==> src/rtl/serial_addsub_pkg.sv <==
// Shared types and elaboration helpers for the digit-serial adder/subtractor.
package serial_addsub_pkg;

   typedef enum logic [1:0] {
      IDLE = 2'd0,
      RUN  = 2'd1,
      DONE = 2'd2
   } state_t;

   // True when the slice width is legal for the given operand width.
   function automatic bit digit_ok(input int unsigned width, input int unsigned digit);
      if (digit < 1) return 1'b0;
      if (digit > width) return 1'b0;
      return (width % digit) == 0;
   endfunction

endpackage

==> src/rtl/serial_addsub_digit.sv <==
// Combinational DIGIT-bit ripple adder built from chained XOR/AND half-adder pairs.
module addsub_digit #(
   parameter int unsigned DIGIT = 1
) (
   input  logic [DIGIT-1:0] a_d,
   input  logic [DIGIT-1:0] b_d,
   input  logic             cin,
   output logic [DIGIT-1:0] s_d,
   output logic             cout,
   output logic             c_msb_in
);

   logic [DIGIT:0]   c;
   logic [DIGIT-1:0] p;
   logic [DIGIT-1:0] g;
   logic [DIGIT-1:0] pc;

   // Two half adders per bit; the OR of their carries forms the full-adder carry.
   always_comb begin
      c    = '0;
      p    = '0;
      g    = '0;
      pc   = '0;
      s_d  = '0;
      c[0] = cin;
      for (int i = 0; i < int'(DIGIT); i++) begin
         p[i]   = a_d[i] ^ b_d[i];
         g[i]   = a_d[i] & b_d[i];
         s_d[i] = p[i] ^ c[i];
         pc[i]  = p[i] & c[i];
         c[i+1] = g[i] | pc[i];
      end
   end

   assign cout     = c[DIGIT];
   assign c_msb_in = c[DIGIT-1];

endmodule

==> src/rtl/serial_addsub.sv <==
// Digit-serial add/subtract unit: one DIGIT-bit slice per cycle, LSB first, with
// start/busy/done handshake and one-shot loading of sum/cout/ovf on completion.
module serial_addsub
   import serial_addsub_pkg::*;
#(
   parameter int unsigned WIDTH = 8,
   parameter int unsigned DIGIT = 1
) (
   input  logic             clk,
   input  logic             rst_n,
   input  logic             start,
   input  logic             sub,
   input  logic [WIDTH-1:0] a,
   input  logic [WIDTH-1:0] b,
   output logic             busy,
   output logic             done,
   output logic [WIDTH-1:0] sum,
   output logic             cout,
   output logic             ovf
);

   localparam int unsigned DIGIT_NZ = (DIGIT == 0) ? 1 : DIGIT;
   localparam int unsigned N        = WIDTH / DIGIT_NZ;
   localparam int unsigned CNT_W    = (N < 1) ? 1 : $clog2(N + 1);

   if (!digit_ok(WIDTH, DIGIT)) begin : g_bad_digit
      $fatal(1, "serial_addsub: DIGIT must be >= 1 and divide WIDTH exactly");
   end

   state_t           state_q, state_d;
   logic [WIDTH-1:0] a_q, a_d;
   logic [WIDTH-1:0] b_q, b_d;
   logic [WIDTH-1:0] sh_q, sh_d;
   logic             carry_q, carry_d;
   logic             cmsb_q, cmsb_d;
   logic [CNT_W-1:0] cnt_q, cnt_d;
   logic [WIDTH-1:0] sum_q, sum_d;
   logic             cout_q, cout_d;
   logic             ovf_q, ovf_d;
   logic             busy_q, busy_d;
   logic             done_q, done_d;

   logic [DIGIT-1:0] slice_s;
   logic             slice_cout;
   logic             slice_cmsb;

   addsub_digit #(
      .DIGIT (DIGIT)
   ) u_digit (
      .a_d      (a_q[DIGIT-1:0]),
      .b_d      (b_q[DIGIT-1:0]),
      .cin      (carry_q),
      .s_d      (slice_s),
      .cout     (slice_cout),
      .c_msb_in (slice_cmsb)
   );

   // Next-state, datapath and output decode.
   always_comb begin
      state_d = state_q;
      a_d     = a_q;
      b_d     = b_q;
      sh_d    = sh_q;
      carry_d = carry_q;
      cmsb_d  = cmsb_q;
      cnt_d   = cnt_q;
      sum_d   = sum_q;
      cout_d  = cout_q;
      ovf_d   = ovf_q;

      unique case (state_q)
         IDLE, DONE: begin
            if (state_q == DONE) state_d = IDLE;
            if (start) begin
               state_d = RUN;
               a_d     = a;
               b_d     = b ^ {WIDTH{sub}};
               carry_d = sub;
               cmsb_d  = 1'b0;
               cnt_d   = '0;
               sh_d    = '0;
            end
         end
         RUN: begin
            if (cnt_q < CNT_W'(N)) begin
               a_d     = a_q >> DIGIT;
               b_d     = b_q >> DIGIT;
               sh_d    = (sh_q >> DIGIT) | (WIDTH'(slice_s) << (WIDTH - DIGIT));
               carry_d = slice_cout;
               cnt_d   = cnt_q + CNT_W'(1);
               if (cnt_q == CNT_W'(N - 1)) cmsb_d = slice_cmsb;
            end else begin
               // All slices done: publish results in one shot.
               state_d = DONE;
               sum_d   = sh_q;
               cout_d  = carry_q;
               ovf_d   = carry_q ^ cmsb_q;
            end
         end
         default: state_d = IDLE;
      endcase

      busy_d = (state_q == RUN) && (state_d == RUN);
      done_d = (state_d == DONE);
   end

   always_ff @(posedge clk or negedge rst_n) begin
      if (!rst_n) begin
         state_q <= IDLE;
         a_q     <= '0;
         b_q     <= '0;
         sh_q    <= '0;
         carry_q <= 1'b0;
         cmsb_q  <= 1'b0;
         cnt_q   <= '0;
         sum_q   <= '0;
         cout_q  <= 1'b0;
         ovf_q   <= 1'b0;
         busy_q  <= 1'b0;
         done_q  <= 1'b0;
      end else begin
         state_q <= state_d;
         a_q     <= a_d;
         b_q     <= b_d;
         sh_q    <= sh_d;
         carry_q <= carry_d;
         cmsb_q  <= cmsb_d;
         cnt_q   <= cnt_d;
         sum_q   <= sum_d;
         cout_q  <= cout_d;
         ovf_q   <= ovf_d;
         busy_q  <= busy_d;
         done_q  <= done_d;
      end
   end

   assign busy = busy_q;
   assign done = done_q;
   assign sum  = sum_q;
   assign cout = cout_q;
   assign ovf  = ovf_q;

endmodule

==> config.mk <==
export PLATFORM = sky130hd
export DESIGN_NAME = serial_addsub
export DESIGN_NICKNAME = d
export VERILOG_FILES = /design/src/rtl/serial_addsub_pkg.sv /design/src/rtl/serial_addsub_digit.sv /design/src/rtl/serial_addsub.sv
export SDC_FILE = /design/constraint.sdc
export NUM_CORES = 1
export LEC_CHECK = 0
export ABC_AREA = 1
export BUFFER_PORTS_ARGS = -buffer_cell sky130_fd_sc_hd__buf_2
export CAP_MARGIN = 20
export CELL_PAD_IN_SITES_DETAIL_PLACEMENT = 1
export CELL_PAD_IN_SITES_GLOBAL_PLACEMENT = 1
export CORE_MARGIN = 2
export CORE_UTILIZATION = 37
export DETAILED_ROUTE_END_ITERATION = 16
export GPL_ROUTABILITY_DRIVEN = 1
export PLACE_DENSITY_LB_ADDON = 0.05
export SLEW_MARGIN = 10
export SYNTH_ARGS = -nofsm -noshare
export SYNTH_HDL_FRONTEND = slang
export SYNTH_SLANG_ARGS = --single-unit
==> constraint.sdc <==
create_clock -name clk -period 1.07 [get_ports clk]
set_input_delay 0.214 -clock clk [delete_from_list [all_inputs] [get_ports clk]]
set_output_delay 0.214 -clock clk [all_outputs]
set_load 0.005 [all_outputs]
Word level (Yosys, flattened, before mapping)
Index checks and enable logic that the tools add are counted.
{"block": "word_totals", "register_bits": 44, "inputBits": 20}
{"block": "op_classes", "muxes": 23, "n_addsub": 1, "magnitude_cmp": 1, "n_reduce_logical": 7, "n_eq_ne": 8, "bitwise": 9}
{"operator": "$mux 8", "n": 6}
{"operator": "$pmux 8 s2", "n": 3}
{"operator": "$mux 4", "n": 2}
{"operator": "$or 7x8->8", "n": 1}
{"operator": "$pmux 4 s2", "n": 1}
{"operator": "$xor 8x8->8", "n": 1}
{"operator": "$mux 2", "n": 3}
{"operator": "$ne 2x2->1 const B", "n": 3}
{"operator": "$mux 1", "n": 5}
{"operator": "$add 4x1->4 const B", "n": 1}
{"operator": "$eq 2x1->1 const B", "n": 2}
{"operator": "$eq 2x2->1 const B", "n": 2}
{"operator": "$eq 4x3->1 const B", "n": 1}
{"operator": "$lt 4x4->1 const B", "n": 1}
{"operator": "$pmux 1 s2", "n": 2}
{"operator": "$pmux 2 s2", "n": 1}
{"operator": "$reduce_and 4->1", "n": 1}
{"operator": "$reduce_and 3->1", "n": 1}
{"operator": "$xor 1x1->1", "n": 3}
{"operator": "$and 1x1->1", "n": 2}
{"operator": "$logic_not 2->1", "n": 1}
{"operator": "$reduce_and 2->1", "n": 1}
{"operator": "$reduce_bool 2->1", "n": 1}
{"operator": "$reduce_or 2->1", "n": 1}
{"operator": "3 further kinds", "n": 3}

Logic depth before layout (Yosys ltp)
Gate-level depths: netlist (run 1).
{"block": "logic_depth", "depth_word": 6, "depth_mapped": 8, "depth_no_buf": 7}

By module
A second synthesis (run 1) with hierarchy kept.
{"block": "unflattened", "hier_cells": 257, "area_unflattened_um2": 2077.0}
{"mod": "serial_addsub", "area_per_inst_um2": 2049.5, "n_inst": 1, "cells_per_inst": 255}
{"mod": "addsub_digit", "area_per_inst_um2": 27.5, "n_inst": 1, "cells_per_inst": 2}

Worst setup path after synthesis (run 1)
Ideal clock, no wire load.
{"block": "synth_path", "kind": "flip-flop to flip-flop", "start": "register carry_q", "end": "register sh_q[7]", "slack_ps": -88, "required_ps": 944, "period_less_slack_ps": 1158, "path_stages_with_launch": 4, "arrival_ps": 1032, "n_path_buf": 0, "cell_sequence": "dfrtp_1 -> inv_1 -> fa_1 -> o21ai_0"}
{"block": "synth_via", "elab_chain_cells": 4}
{"item": "from (decl)", "line": "serial_addsub.sv:34", "rtl": "logic carry_q, carry_d;"}
{"item": "from (signal assigned)", "line": "serial_addsub.sv:126", "rtl": "carry_q <= carry_d;"}
{"item": "$xor 1x1->1", "line": "serial_addsub_digit.sv:29", "rtl": "s_d[i] = p[i] ^ c[i];"}
{"item": "$or 7x8->8", "line": "serial_addsub.sv:88", "rtl": "sh_d = (sh_q >> DIGIT) | (WIDTH'(slice_s) << (WIDTH - DIGIT));"}
{"item": "$mux 8", "line": "serial_addsub.sv:85", "rtl": "if (cnt_q < CNT_W'(N)) begin"}
{"item": "$pmux 8 s2", "line": "serial_addsub.sv:71", "rtl": "unique case (state_q)"}
{"item": "to (signal assigned)", "line": "serial_addsub.sv:112", "rtl": "sh_q <= '0;"}
{"item": "to (signal assigned)", "line": "serial_addsub.sv:125", "rtl": "sh_q <= sh_d;"}
{"item": "to (decl)", "line": "serial_addsub.sv:33", "rtl": "logic [WIDTH-1:0] sh_q, sh_d;"}
Every way passes these cells. The select of a mux whose other input is x is not followed.
A chain may end at the register's enable or synchronous reset.

Final worst setup path (run 1)
{"block": "layout_path", "start": "register state_q[1]", "end": "register sum_q[5] (netlist: sum[5])"}
{"block": "layout_via", "elab_chain_cells": 2}
{"item": "from (decl)", "line": "serial_addsub.sv:30", "rtl": "state_t state_q, state_d;"}
{"item": "from (signal assigned)", "line": "serial_addsub.sv:122", "rtl": "state_q <= state_d;"}
{"item": "$eq 2x1->1", "line": "serial_addsub.sv:71"}
{"item": "$reduce_and 2->1 (no line)"}
{"item": "to (signal assigned)", "line": "serial_addsub.sv:129", "rtl": "sum_q <= sum_d;"}
{"item": "to (decl)", "line": "serial_addsub.sv:37", "rtl": "logic [WIDTH-1:0] sum_q, sum_d;"}
Every way passes these cells.

==> out/results.ini, run 1 <==
[outcome]
status=finished with violations
violations=setup timing

[timing]
post-route-period-util_pct=107
slew_viol_final=0
hold_viol=0
maxSlewHeadroom_pct=82.2
worst_pin_slew_ns=0.266
setup_slack_ns=-0.0764
fin_crit_ns=1.15
rsz0062_at_grt=true
setup_viol=36
max_freq_ghz=0.872
finalClockSkew_ns=0.00313

[floorplanning]
die_w_um=79.7
die_area_sq_mm=0.00636
num_rows=27
core_area_sq_mm=0.00551
initial_utilization_pct=38.5
io_pins=32
chipHeight_um=79.7

[synth]
ys_top_cells_by_area=dfrtp_1 52%, nand2_1 17%, nand3_1 9.2%
ys_seq_area_share_pct=51.9
synth_top_area_share_pct=51.9
ys_warn_count=0
ys.flop_type=dfrtp_1
synth-edff-count=0
yosys_register_bits=44
syn_area_sq_mm=0.00212
synth_cell_types=22
syn_area_per_cell_sq_um=8.22
syn_nets=280
synth_area_leader_cell=dfrtp_1
synth_most_common_cell=nand2_1
async_reset_ff_share_pct=100
syn_inst=258
synthTopCellsByCount=94 x nand2_1, 44 x dfrtp_1, 39 x nand3_1

[grt]
antenna_found_initial=0
grt_first_pass_wirelength_um=8690
grt_usage_pct=17.8
grt_max_degree=45
grt_pass1_vias=1873
overflow=0

[drt]
via_count=1871
drt_iter0_drc=29
routed_wl_um=5240
routed_via_density=4.81
drc_errors=0
ant_nets=0
wire_per_inst_um=13.5
dr.pass1.iters=4

[final_layout]
antenna_cells=0
fill_cells=654
drive_gt1_share_pct=37.5
nets=339
synthToLayoutAreaGrowth_pct=35.0
postLayoutCoreUtil_pct=52.0
final_cell_area_sq_mm=0.00287

[cts]
clk_pin_slew_ns=0.08
insertion_delay_ns=0.29
h-tree-depth=2
cts_buffer_depth=2
numCtsBuffers=5
cts_tree=yes
root_buffer=clkbuf_8
numClockSinks=44

[power_and_ir_drop]
power.density_mw_per_mm2=3240
max-vdd-ir-drop_mv=1.11
leakage_nw=1.52

[worst_setup_path]
start_kind=register
path_class=reg2reg
endpoint_kind=register
cp.arrival_ns=1.34
critPathMaxStageDelay_ns=0.40
crit_required_ns=1.26
path_cells=inv_2 > nand2_4 > nor2_4 > buf_12 > inv_6 > nand2_2 > o21ai_2
crit_path_top_delay_cell=dfrtp_1
path_max_fanout=5

[hold_path]
min_path_type=in2reg

[placed_design]
io_buffers=31
place_area_sq_mm=0.00252
dp_hpwl_um=3510
place_congestion=0.734

[run]
cap_violations=0

==> layout by cell type, fill, tap and decap left out, drive strengths merged <==
cell type | Yosys | layout
nor2 | 5 | 5
inv | 33 | 35
xnor2 | 1 | 1
dlygate4sd3 | 0 | 1
xor2 | 1 | 1
clkbuf | 1 | 8
fa | 1 | 1
or2 | 1 | 1
nand2 | 97 | 97
buf | 10 | 59
o22ai | 1 | 1
dfrtp | 44 | 44
nand3 | 40 | 40
clkinv | 1 | 1
o21ai | 21 | 21
ha | 1 | 1
==> path summary, 6_finish.rpt <==
| path | from | end | slack (ns) | depth (start not counted) |
|---|---|---|---|---|
| hold reg to reg | sum[7] | sum[7] | 0.49 | 2 |
| hold / removal | a[7] | a_q[7] | 0.14 | 3 |
| setup reg to reg | state_q[1] | sum[5] | -0.08 | 7 |
| min in group asynchronous | rst_n | sum[1] | 0.42 | 3 |
| setup / recovery | state_q[1] | sum[5] | -0.08 | 7 |
| max in group asynchronous | rst_n | state_q[0] | 0.41 | 3 |
==> cell type report <==
class / instances / area [sq um] / share of cell area [%]
clock buffers: 7 / 96.3 / 3.36
well taps: 72 / 90.1 / 3.14
repair buffers: 61 / 512 / 17.9
flip-flops and latches: 44 / 1100 / 38.5
multi-input cells: 169 / 908 / 31.7
inverters: 34 / 139 / 4.85
repair inverters: 2 / 17.5 / 0.611
==> power breakdown <==
| group | switching (mW) | internal (mW) |
|---|---|---|
| combinational | 2.81 | 2.46 |
| clock | 0.550 | 0.575 |
| sequential | 0.452 | 2.44 |
==> per-layer routing <==
layer  routed length, um  GRT usage [%]
met1                2270           21.4
met2                2720           31.5
met3                 180           3.85
met4                  68           5.59
met5                   0              0
==> metrics by stage <==
| stage | power [mW] | std cells | setup WS (ns) | TNS, ns | hold slack (ns) |
|---|---|---|---|---|---|
| floorplan | 5.53 | 258 | -0.00174 | -0.00174 | -0.0816 |
| CTS | 8.93 | 383 | -0.0637 | -1.34 | 0.130 |
| finish | 9.29 | 389 | -0.0764 | -1.59 | 0.139 |
| detailed placement | 7.34 | 372 | -0.139 | -3.07 | 0.216 |
| global placement | 7.17 | 372 | -0.0886 | -2.15 | 0.215 |
| global route | 10.1 | 389 | -0.142 | -3.69 | 0.152 |
==> critical path, delay by kind of cell, from the launching register on <==
family          cells  cell delay, ns
flops               1            0.40
simple gates        3            0.29
buf+inv             3            0.30
compound gates      1            0.05
==> repair_timing <==
item / CTS / global route
buffers inserted: 3 / 3
hold buffers: 1 / 0
hold endpoints to repair: 44 / 0
endpoints found under the setup margin: 40 / 40
cloned: 0 / 3
pin swaps: 5 / 9
resized for setup: 32 / 28
==> flip-flops by register name (all words and copies together), names as in the netlist <==
name and count:
b_q 8, carry_q 1, cnt_q 4, cmsb_q 1, ovf 1, state_q 2, cout 1, done 1
sh_q 8, sum 8, a_q 8, busy 1
==> kinds of logic (layout without fill, tap and decap cells) <==
logic type	count (synthesis)	in the layout	synth area share, %
XOR/XNOR	2	2	0.826
flip-flops	44	44	51.9
AND/OR/NAND/NOR	143	143	28.7
buffers and inverters	45	104	10.2
AO/OA/AOI/OAI	22	22	6.84
adder cells (fa/ha/maj)	2	2	1.53
No activity file was read; power rests on OpenSTA's default activity.
==> run 2: changes to the inputs <==
CAP_MARGIN = not set   (was 20)
CORE_UTILIZATION = 45   (was 37)
clock period = 1.5 ns   (was 1.07 ns; I/O delays follow)
==> out/results.ini, run 2 (synthesis gave the netlist of run 1 again) <==
[outcome]
status=finished, final reports clean

[timing]
setup_viol=0
fin_crit_ns=1.29
slew_viol_final=0
hold_viol=0
fin_tns_setup_ns=0
post-route-period-util_pct=85.8
finalClockSkew_ns=0.00612
max_freq_ghz=0.777
maxSlewHeadroom_pct=75.3
rsz0062_at_grt=false
worst_pin_slew_ns=0.370

[power_and_ir_drop]
power.total_mw=5.50
power.density_mw_per_mm2=2230
max-vdd-ir-drop_mv=0.759
leakage_nw=1.35

[worst_setup_path]
ff2ff_path_depth=6
endpoint_kind=register
cp.arrival_ns=1.49
path_max_fanout=25
rrSetupSlack_ns=0.21
crit_required_ns=1.70
path_class=reg2reg
reg2reg_to=b_q[2]
r2r_start=state_q[0]
start_kind=register

[drt]
drt_iter0_drc=26
ant_nets=0
routed_via_density=4.93
routed_wl_um=4560
drc_errors=0
via_count=1709
wire_per_inst_um=13.1
dr.pass1.iters=4

[final_layout]
seq_area_sq_mm=0.00110
final_common_cell=nand2_1
final_cell_mix=94 x nand2_1, 44 x dfrtp_1, 39 x nand3_1
drive_gt1_share_pct=22.0
multi_input_area_sq_um=805
antenna_cells=0
nets=316
synthToLayoutAreaGrowth_pct=15.9
fill_cells=561

[cts]
cts_tree=yes
insertion_delay_ns=0.30
root_buffer=clkbuf_8
ctsResizeCount=0
clk_pin_slew_ns=0.09
numCtsBuffers=5
cts_buffer_depth=2
numClockSinks=44
post_cts_buffers=0
ctsHoldBuffers=1
h-tree-depth=2

[grt]
grt_usage_pct=19.3
grt_max_degree=45
overflow=0
grt_pass1_vias=1690
antenna_found_initial=0
grt_first_pass_wirelength_um=7750

[floorplanning]
initial_utilization_pct=47.7
die_area_sq_mm=0.00528
core_area_sq_mm=0.00444
io_pins=32
chipHeight_um=72.7
num_rows=24
die_w_um=72.7

[placed_design]
io_buffers=31
place_congestion=0.737
dp_hpwl_um=3140

[hold_path]
hp-start=a[7]
min_to=a_q[7]
min_delay_path_depth=3
min_path_type=in2reg

[run]
cap_violations=0

[run 2: cell types whose count changed in the layout (fill, tap and decap cells not counted), sizes merged]
| cell | previous run | this run |
|---|---|---|
| clkinvlp | 0 | 1 |
| buf | 59 | 39 |
| inv | 35 | 33 |
| clkinv | 1 | 2 |
| bufinv | 0 | 1 |
| clkbuf | 8 | 5 |
[run 2: routing by layer]
layer  wire length, um  GRT usage [%]  part of all wire, %  up-vias
met5                 0              0                    0        -
met4                72           7.41                  1.6        0
met3               119           4.14                  2.6        5
met2              2330           33.9                   51       21
met1              2050           23.1                   45      810
li1                  -              -                    -      873
[run 2: where the power goes]
| group | leakage (nW) | internal [mW] | switching [mW] |
|---|---|---|---|
| sequential | 0.563 | 1.73 | 0.291 |
| combinational | 0.737 | 0.963 | 1.59 |
| clock | 0.0541 | 0.493 | 0.424 |
| total | 1.35 | 3.19 | 2.31 |
[run 2: critical path: stages (launching register included)]
cell and delay [ns]:
dfrtp_1 0.45, inv_1 0.08, nand2_2 0.23, nand2_2 0.11, buf_12 0.17, nand3_1 0.10, nand2_1 0.05
[run 2: per-stage QoR]
step | cells | cell area [sq um] | setup slack (ns) | util, % | hold slack [ns]
2_1_floorplan | 258 | 2120 | 0.342 | - | 0.00441
5_1_grt | 347 | 2460 | 0.104 | 55.3 | 0.228
4_1_cts | 347 | 2460 | 0.191 | 55.3 | 0.208
3_5_place_dp | 338 | 2340 | 0.211 | 52.6 | 0.299
6_report | 347 | 2460 | 0.212 | 55.3 | 0.209
3_3_place_gp | 338 | 2340 | 0.247 | 52.6 | 0.297
[run 2: worst max-delay path by stage]
stage                     from      end  slack, ns  cells past startpoint
floorplan              carry_q  sh_q[7]       0.34                      3
global placement       carry_q  sh_q[7]       0.25                      3
detailed placement  state_q[0]   b_q[1]       0.21                      6
CTS                 state_q[0]   b_q[2]       0.19                      6
global route        state_q[0]  sh_q[0]       0.10                      5
finish              state_q[0]   b_q[2]       0.21                      6
[run 2: final cells by class]
type	count	share of cell area, %
clock buffers	5	2.80
clock inverters	3	1.73
inverters	34	5.19
multi-input cells	169	32.7
flip-flops and latches	44	44.8
well taps	52	2.64
repair buffers	40	10.2
